$ cat src/rtl/ctrl_decode_pipe_pkg.sv
// rtl/ctrl_decode_pipe_pkg.sv - opcode/funct/ALU constants and control-vector types for the decode pipe
package ctrl_decode_pipe_pkg;

  localparam logic [5:0] OP_RTYPE = 6'h00;
  localparam logic [5:0] OP_ADDI  = 6'h08;
  localparam logic [5:0] OP_LW    = 6'h23;
  localparam logic [5:0] OP_SW    = 6'h2B;
  localparam logic [5:0] OP_BEQ   = 6'h04;
  localparam logic [5:0] OP_BNE   = 6'h05;
  localparam logic [5:0] OP_J     = 6'h02;
  localparam logic [5:0] OP_ANDI  = 6'h0C;
  localparam logic [5:0] OP_ORI   = 6'h0D;
  localparam logic [5:0] OP_SLTI  = 6'h0A;

  localparam logic [5:0] FN_ADD = 6'h20;
  localparam logic [5:0] FN_SUB = 6'h22;
  localparam logic [5:0] FN_AND = 6'h24;
  localparam logic [5:0] FN_OR  = 6'h25;
  localparam logic [5:0] FN_SLT = 6'h2A;

  localparam logic [2:0] ALU_AND = 3'b000;
  localparam logic [2:0] ALU_OR  = 3'b001;
  localparam logic [2:0] ALU_ADD = 3'b010;
  localparam logic [2:0] ALU_SUB = 3'b110;
  localparam logic [2:0] ALU_SLT = 3'b111;

  typedef struct packed {
    logic       reg_write;
    logic       mem_to_reg;
    logic       mem_write;
    logic       alu_src;
    logic       reg_dst;
    logic [2:0] alu;
    logic       branch;
    logic       branch_ne;
    logic       jump;
    logic       ext_zero;
    logic       illegal;
  } dec_ctrl_t;

  typedef struct packed {
    logic       reg_write;
    logic       mem_to_reg;
    logic       mem_write;
    logic       alu_src;
    logic       reg_dst;
    logic [2:0] alu;
  } e_ctrl_t;

  typedef struct packed {
    logic reg_write;
    logic mem_to_reg;
    logic mem_write;
  } m_ctrl_t;

  typedef struct packed {
    logic reg_write;
    logic mem_to_reg;
  } w_ctrl_t;

  function automatic dec_ctrl_t mk_ctrl(input logic rw, input logic mr, input logic mw,
                                        input logic as, input logic rd, input logic [2:0] alu);
    dec_ctrl_t c;
    c            = '0;
    c.reg_write  = rw;
    c.mem_to_reg = mr;
    c.mem_write  = mw;
    c.alu_src    = as;
    c.reg_dst    = rd;
    c.alu        = alu;
    return c;
  endfunction

endpackage

$ cat src/rtl/ctrl_decode_pipe_main_decoder.sv
// rtl/ctrl_decode_pipe_main_decoder.sv - combinational opcode/funct to D-stage control vector
module main_decoder
  import ctrl_decode_pipe_pkg::*;
#(
  parameter int IMM_LOGIC = 1
) (
  input  logic [5:0] opcode_i,
  input  logic [5:0] funct_i,
  output dec_ctrl_t  ctrl_o
);

  dec_ctrl_t illegal_c;

  always_comb begin
    illegal_c         = '0;
    illegal_c.illegal = 1'b1;
  end

  always_comb begin
    ctrl_o = '0;
    unique case (opcode_i)
      OP_RTYPE: begin
        unique case (funct_i)
          FN_ADD:  ctrl_o = mk_ctrl(1'b1, 1'b0, 1'b0, 1'b0, 1'b1, ALU_ADD);
          FN_SUB:  ctrl_o = mk_ctrl(1'b1, 1'b0, 1'b0, 1'b0, 1'b1, ALU_SUB);
          FN_AND:  ctrl_o = mk_ctrl(1'b1, 1'b0, 1'b0, 1'b0, 1'b1, ALU_AND);
          FN_OR:   ctrl_o = mk_ctrl(1'b1, 1'b0, 1'b0, 1'b0, 1'b1, ALU_OR);
          FN_SLT:  ctrl_o = mk_ctrl(1'b1, 1'b0, 1'b0, 1'b0, 1'b1, ALU_SLT);
          default: ctrl_o = illegal_c;
        endcase
      end
      OP_ADDI: ctrl_o = mk_ctrl(1'b1, 1'b0, 1'b0, 1'b1, 1'b0, ALU_ADD);
      OP_LW:   ctrl_o = mk_ctrl(1'b1, 1'b1, 1'b0, 1'b1, 1'b0, ALU_ADD);
      OP_SW:   ctrl_o = mk_ctrl(1'b0, 1'b0, 1'b1, 1'b1, 1'b0, ALU_ADD);
      OP_BEQ: begin
        ctrl_o        = mk_ctrl(1'b0, 1'b0, 1'b0, 1'b0, 1'b0, ALU_SUB);
        ctrl_o.branch = 1'b1;
      end
      OP_BNE: begin
        ctrl_o           = mk_ctrl(1'b0, 1'b0, 1'b0, 1'b0, 1'b0, ALU_SUB);
        ctrl_o.branch_ne = 1'b1;
      end
      OP_J: begin
        ctrl_o      = '0;
        ctrl_o.jump = 1'b1;
      end
      // Immediate logic ops decode only when the core is built with them.
      OP_ANDI: begin
        if (IMM_LOGIC != 0) begin
          ctrl_o          = mk_ctrl(1'b1, 1'b0, 1'b0, 1'b1, 1'b0, ALU_AND);
          ctrl_o.ext_zero = 1'b1;
        end else begin
          ctrl_o = illegal_c;
        end
      end
      OP_ORI: begin
        if (IMM_LOGIC != 0) begin
          ctrl_o          = mk_ctrl(1'b1, 1'b0, 1'b0, 1'b1, 1'b0, ALU_OR);
          ctrl_o.ext_zero = 1'b1;
        end else begin
          ctrl_o = illegal_c;
        end
      end
      OP_SLTI: begin
        if (IMM_LOGIC != 0) ctrl_o = mk_ctrl(1'b1, 1'b0, 1'b0, 1'b1, 1'b0, ALU_SLT);
        else                ctrl_o = illegal_c;
      end
      default: ctrl_o = illegal_c;
    endcase
  end

endmodule

$ cat src/rtl/ctrl_decode_pipe.sv
// rtl/ctrl_decode_pipe.sv - main decoder plus D/E, E/M, M/W control registers and illegal counter
module ctrl_decode_pipe
  import ctrl_decode_pipe_pkg::*;
#(
  parameter int ALU_CTRL_W = 3,
  parameter int IMM_LOGIC  = 1,
  parameter int ILL_CNT_W  = 8
) (
  input  logic                  clk,
  input  logic                  reset,
  input  logic [5:0]            opcodeD,
  input  logic [5:0]            functD,
  input  logic                  enE,
  input  logic                  flushE,
  output logic                  branchD,
  output logic                  branchNeD,
  output logic                  jumpD,
  output logic                  extZeroD,
  output logic                  illegalD,
  output logic                  regWriteE,
  output logic                  memToRegE,
  output logic                  memWriteE,
  output logic                  ALUSrcE,
  output logic                  regDstE,
  output logic [ALU_CTRL_W-1:0] ALUControlE,
  output logic                  regWriteM,
  output logic                  memToRegM,
  output logic                  memWriteM,
  output logic                  regWriteW,
  output logic                  memToRegW,
  output logic [ILL_CNT_W-1:0]  illCount
);

  localparam logic [ILL_CNT_W-1:0] ILL_MAX = {ILL_CNT_W{1'b1}};

  dec_ctrl_t             dec_d;
  e_ctrl_t               e_d, e_q;
  m_ctrl_t               m_d, m_q;
  w_ctrl_t               w_d, w_q;
  logic [ILL_CNT_W-1:0]  ill_d, ill_q;
  logic                  accept_e;

  main_decoder #(
    .IMM_LOGIC(IMM_LOGIC)
  ) u_main_decoder (
    .opcode_i(opcodeD),
    .funct_i (functD),
    .ctrl_o  (dec_d)
  );

  assign branchD   = dec_d.branch;
  assign branchNeD = dec_d.branch_ne;
  assign jumpD     = dec_d.jump;
  assign extZeroD  = dec_d.ext_zero;
  assign illegalD  = dec_d.illegal;

  // An instruction is accepted into E only on a real load, not a flush or a stall.
  assign accept_e = enE && !flushE;

  always_comb begin
    e_d = e_q;
    if (flushE) begin
      e_d = '0;
    end else if (enE) begin
      e_d.reg_write  = dec_d.reg_write;
      e_d.mem_to_reg = dec_d.mem_to_reg;
      e_d.mem_write  = dec_d.mem_write;
      e_d.alu_src    = dec_d.alu_src;
      e_d.reg_dst    = dec_d.reg_dst;
      e_d.alu        = dec_d.alu;
    end
  end

  always_comb begin
    m_d.reg_write  = e_q.reg_write;
    m_d.mem_to_reg = e_q.mem_to_reg;
    m_d.mem_write  = e_q.mem_write;
    w_d.reg_write  = m_q.reg_write;
    w_d.mem_to_reg = m_q.mem_to_reg;
  end

  always_comb begin
    ill_d = ill_q;
    if (accept_e && dec_d.illegal && (ill_q != ILL_MAX)) begin
      ill_d = ill_q + 1'b1;
    end
  end

  always_ff @(posedge clk) begin
    if (reset) begin
      e_q   <= '0;
      m_q   <= '0;
      w_q   <= '0;
      ill_q <= '0;
    end else begin
      e_q   <= e_d;
      m_q   <= m_d;
      w_q   <= w_d;
      ill_q <= ill_d;
    end
  end

  assign regWriteE   = e_q.reg_write;
  assign memToRegE   = e_q.mem_to_reg;
  assign memWriteE   = e_q.mem_write;
  assign ALUSrcE     = e_q.alu_src;
  assign regDstE     = e_q.reg_dst;
  assign ALUControlE = ALU_CTRL_W'(e_q.alu);
  assign regWriteM   = m_q.reg_write;
  assign memToRegM   = m_q.mem_to_reg;
  assign memWriteM   = m_q.mem_write;
  assign regWriteW   = w_q.reg_write;
  assign memToRegW   = w_q.mem_to_reg;
  assign illCount    = ill_q;

endmodule
$ cat config.mk
export PLATFORM = sky130hd
export DESIGN_NAME = ctrl_decode_pipe
export DESIGN_NICKNAME = d
export VERILOG_FILES = /design/src/rtl/ctrl_decode_pipe_pkg.sv /design/src/rtl/ctrl_decode_pipe_main_decoder.sv /design/src/rtl/ctrl_decode_pipe.sv
export SDC_FILE = /design/constraint.sdc
export NUM_CORES = 1
export LEC_CHECK = 0
export ABC_AREA = 0
export CAP_MARGIN = 20
export CORE_MARGIN = 2
export CORE_UTILIZATION = 40
export CTS_CLUSTER_DIAMETER = 40
export DETAILED_ROUTE_END_ITERATION = 7
export HOLD_SLACK_MARGIN = 0.02
export PLACE_DENSITY_LB_ADDON = 0.08
export SYNTH_ARGS = -nofsm -noshare
export SYNTH_HDL_FRONTEND = slang
export SYNTH_HIERARCHICAL = 1
export SYNTH_SLANG_ARGS = --single-unit
$ cat constraint.sdc
create_clock -name clk -period 2.75 [get_ports clk]
set_clock_uncertainty 0.1 [all_clocks]
set_input_delay 0.825 -clock clk [delete_from_list [all_inputs] [get_ports clk]]
set_output_delay 0.825 -clock clk [all_outputs]
set_load 0.01 [all_outputs]
==> results of run 1 <==
[placed cells by master (no fill, tap or decap), drive strengths merged, types with 2 or more instances in the layout]
master	count
nor2	18
buf	34
nand4	3
clkdlybuf4s15	3
o211ai	2
nand2	9
and3	2
dfxtp	21
a21oi	5
clkdlybuf4s50	24
o21ai	5
o31ai	2
or2	4
nor4	3
nor2b	7
nor3	9
or3	2
clkbuf	6
nand3b	2
inv	3
nand3	4
dlygate4sd2	4
a31oi	2
nand2b	3
mux2i	11
xor2	2
[area by class of cell]
type,instances,area share
timing repair buffer,68,0.321
inverter,3,0.00634
multi-input combinational,105,0.398
tap,31,0.0218
clock inverter,1,0.00282
sequential,21,0.237
clock buffer,3,0.0127
[final timing paths]
check | endpoint | depth (start not counted)
max | illegalD | 6
min | regWriteW$_SDFF_PP0_ | 1
max reg2reg | illCount[1]$_SDFFE_PP0P_ | 5
min reg2reg | regWriteW$_SDFF_PP0_ | 1
[worst max-delay path, stage by stage]
cell and delay [ps]:
clkdlybuf4s15_1 200, mux2i_1 190, nand3b_1 150, a21oi_2 160
o211ai_1 120, buf_2 160
[metrics by stage]
| stage | setup TNS (ps) | worst slack, ps | instances |
|---|---|---|---|
| finish | 0 | 18.3 | 232 |
| global route | -74.9 | -72.6 | 232 |
| CTS | -71.8 | -61.9 | 231 |
| detailed placement | -5410 | -776 | 226 |
| global placement | -4860 | -739 | 226 |
| floorplan | -244 | -182 | 137 |
[cells by family after synthesis]
group	count (synthesis)	synth area share
flip-flops	21	0.361
AND/OR/NAND/NOR	70	0.348
adder cells (fa/ha/maj)	1	0.0107
buffers and inverters	11	0.0590
XOR/XNOR	2	0.0150
multiplexers	11	0.0944
AO/OA/AOI/OAI	21	0.113
[power by group]
part | leakage, µW | internal (µW) | switching, µW | total (µW)
Combinational | 0.000559 | 61.1 | 51.6 | 113
Clock | 0.0000177 | 54.2 | 92.7 | 147
Sequential | 0.000169 | 307 | 3.17 | 310
[timing repair]
item | CTS | global route
endpoints found under the setup margin | 7 | 5
hold buffers | 0 | 0
pin swaps | 6 | 6
resized for setup | 42 | 15
setup buffers | 1 | 1
[per-layer routing]
metal	global-route usage	wire, µm	vias to the layer above
met2	0.351	1510	30
met5	0	0	-
li1	-	-	618
met4	0.0498	21	0
met1	0.207	1190	555
met3	0.0357	122	4
==> results_dict.tcl, run 1 <==
set metrics [dict create \
    worstPathArrival_ps 1810 \
    cp_max_fo 2 \
    final_area_mm2 0.00178 \
    netlist_instances 137 \
    hold_viol_final 0 \
    placed_cell_area_mm2 0.00175 \
    critPathKind "in2out" \
    synth-main-ff-cell "dfxtp_1" \
    worstSkewPairLatency_ps 300 \
    ys_types 41 \
    grt_pass1_wl_um 4840 \
    yosysTopAreaCell "dfxtp_1" \
    yosys.cell_count.top_type "dfxtp_1" \
    firstDrtPassIters 4 \
    setup_viol 0 \
    rsz0062_at_grt "yes" \
    initial_core_util 0.423 \
    ioPinCount 42 \
    fp-row-count 19 \
    num-fill-cells 256 \
    synth_area_per_cell_um2 8.51 \
    status "completed" \
    drive_gt1_frac 0.269 \
    num_vias 1207 \
    async_flop_share 0 \
    dieArea_mm2 0.00336 \
    fmax_mhz 366 \
    synth_commonest_cells "21 x dfxtp_1, 18 x nor2_1, 11 x mux2i_1, 9 x nand2_1, 8 x nor3_1" \
    cp_data_required_time_ps 1830 \
    relSlewSlack 0.720 \
    routed_wirelength_um 2850 \
    grt_pass1_vias 1148 \
    holdWs_ps 375 \
    cp-startpoint "functD[2]" \
    syn_to_final_growth_pct 52.3 \
    cts.sinks 21 \
    clk_root_buffer_cell "clkbuf_4" \
    power_density_mw_per_mm2 321 \
    cts-htree-levels 1 \
    antenna_found_initial 0 \
    core_mm2 0.00276 \
    hold_class "reg2reg" \
    slew_viol_final 0 \
    multi_input_area_um2 707 \
    power.leakage_uw 0.000746 \
    min_period_over_period 0.993 \
    min_from "regWriteM$_SDFF_PP0_" \
    n_antenna_cell 0 \
    post_drt_wl_per_cell_um 12.3 \
    largest_reg_flops 8 \
    period_minus_slack_ps 2730 \
    yosysSeqAreaShare 0.361 \
    gp_congestion 0.877 \
    ys_top_cells_by_area "dfxtp_1 36%, mux2i_1 9.4%, nor2_1 5.8%" \
    ant_nets 0 \
    timing.rr.start "illCount[0]$_SDFFE_PP0P_" \
    overflow 0 \
    syn_nets 154 \
    netlist.area_leader.share 0.361 \
    io_buffers 41 \
    numCtsBuffers 3 \
    r2r_slack_ps 1070 \
    viasPerCell 5.20 \
    post-dp-hpwl_um 2260 \
    drt-initial-drc-count 40 \
    synth_warnings 6 \
    start_kind "input pin" \
    synth_edf_count 0 \
    clk_pin_slew_ps 110 \
    clock_path_buffers 2 \
    drc 0 \
    worstMarginPinSlew_ps 416 \
    seq_area_um2 420 \
    ir_worst_vdd_uv 312 \
    cts_tree "done" \
    grtUsageTotal 0.184 \
    final_core_util 0.644 \
    p_total_uw 569 \
    worst_setup_path_end_kind "output port" \
    nNetsFinal 219 \
    die_w_um 58.0 \
    die_h_um 58.0 \
    ys_ff_latch 21 \
    grt_max_degree 14 \
    maxCapViolations 0 \
    syn-cell-area_mm2 0.00117 \
]
(Power assumes the default switching activity.)
==> run 2, diff against run 1 <==
SKIP_CTS_REPAIR_TIMING = 1   (was default)
==> run 2 against run 1 <==
Net effect: via count up 0.25%; fmax decreased by 2.6%; core utilization up 1.4 points; the run now ends with setup timing left; power up 0.39%.
==> results_dict.tcl, run 2 (synthesized netlist as in run 1, its figures left out) <==
set metrics [dict create \
    hold_depth 1 \
    numCtsBuffers 3 \
    timing.setup.tns_ps -53.4 \
    ir_worst_vdd_uv 314 \
    n_antenna_cell 0 \
    num_vias 1210 \
    clk_root_buffer_cell "clkbuf_4" \
    min_period_over_period 1.02 \
    worstMarginPinSlew_ps 416 \
    ant_nets 0 \
    grtUsageTotal 0.182 \
    cp_data_required_time_ps 1830 \
    drt-initial-drc-count 61 \
    worstPathArrival_ps 1880 \
    slew_viol_final 0 \
    cts-htree-levels 1 \
    grt_max_degree 14 \
    worstSkewPairLatency_ps 300 \
    status "finished with violations" \
    cp_slowest_cell "or3_4" \
    post-dp-hpwl_um 2260 \
    die_w_um 58.0 \
    antenna_found_initial 0 \
    relSlewSlack 0.720 \
    start_kind "input pin" \
    cts_tree "done" \
    clk_pin_slew_ps 120 \
    grt_pass1_vias 1138 \
    post_drt_wl_per_cell_um 12.5 \
    drive_gt1_frac 0.245 \
    layoutNonFillerInstCount 231 \
    worst_setup_path_end_kind "output port" \
    final_common_cell "buf_4" \
    die_h_um 58.0 \
    routed_wirelength_um 2890 \
    maxCapViolations 0 \
    largest_reg_flops 8 \
    syn_to_final_growth_pct 55.6 \
    hold_class "reg2reg" \
    reg2regPathDepth 5 \
    ioPinCount 42 \
    mostFrequentLayoutCells "26 x buf_4, 24 x clkdlybuf4s50_1, 21 x dfxtp_1" \
    fin_ws_ps -53.4 \
    slowest_delay_ps 390 \
    fmax_mhz 357 \
    rsz0062_at_grt "yes" \
    core_mm2 0.00276 \
    initial_core_util 0.423 \
    dp.cells 226 \
    clock_path_buffers 2 \
    violations "setup timing" \
    setup_viol 1 \
    period_minus_slack_ps 2800 \
    holdWs_ps 376 \
    path_cells "buf_6 > or3_4 > nor3_4 > a21oi_2 > o211ai_1 > buf_2" \
    nNetsFinal 218 \
    cts.sinks 21 \
    gp_congestion 0.877 \
    io_buffers 41 \
    dieArea_mm2 0.00336 \
    fp-row-count 19 \
    hold_viol_final 0 \
    critPathKind "in2out" \
    cp_max_fo 2 \
    power.leakage_uw 0.000856 \
    drc 0 \
    power_density_mw_per_mm2 315 \
    overflow 0 \
    firstDrtPassIters 4 \
    grt_pass1_wl_um 4800 \
    viasPerCell 5.24 \
]
-- run 2: changes by cell type in the layout (fill, tap and decap cells not counted), sizes merged --
cell	delta
dlymetal6s2s	+12
buf	-6
dlygate4sd2	-4
clkdlybuf4s15	-3
-- run 2: power by group --
| part | leakage (µW) | switching (µW) | total (µW) | internal [µW] |
|---|---|---|---|---|
| registers | 0.000169 | 3.17 | 310 | 307 |
| clock network | 0.0000177 | 94.4 | 149 | 54.2 |
| logic | 0.000669 | 51.0 | 113 | 62.2 |
| total | 0.000856 | 149 | 572 | 423 |
-- run 2: critical path: cells and delay by family --
family                 cells  cell delay, ps
buffers and inverters      2             270
AND/OR/NAND/NOR            2             590
AO/OA/AOI/OAI              2             190
-- run 2: worst paths after layout --
path                             from                       end  slack [ps]
min              regWriteM$_SDFF_PP0_      regWriteW$_SDFF_PP0_         380
max                        opcodeD[1]                  illegalD         -50
min reg2reg      regWriteM$_SDFF_PP0_      regWriteW$_SDFF_PP0_         380
max reg2reg  illCount[0]$_SDFFE_PP0P_  illCount[1]$_SDFFE_PP0P_        1070
-- run 2: area by class of cell --
cell class,instances,area [µm²]
Fill cell,252,943
Multi-Input combinational cell,105,699
Timing Repair Buffer,67,617
Sequential cell,21,420
Tap cell,31,38.8
Clock buffer,3,22.5
Inverter,3,11.3
Clock inverter,1,5.00
-- run 2: routing by layer --
| layer | vias up | global-route usage | wire length (µm) |
|---|---|---|---|
| met1 | 556 | 0.203 | 1200 |
| met5 | - | 0 | 0 |
| li1 | 615 | - | - |
| met2 | 31 | 0.347 | 1540 |
| met4 | 0 | 0.0498 | 46 |
| met3 | 8 | 0.0357 | 101 |
-- run 2: metrics by stage --
step / cell area, µm² / worst slack [ps] / total power, µW / util
floorplan: 1170 / -182 / 371 / -
global placement: 1750 / -739 / 429 / 0.633
detailed placement: 1750 / -776 / 431 / 0.633
CTS: 1770 / -781 / 580 / 0.643
global route: 1810 / -129 / 601 / 0.658
finish: 1810 / -53.4 / 572 / 0.658
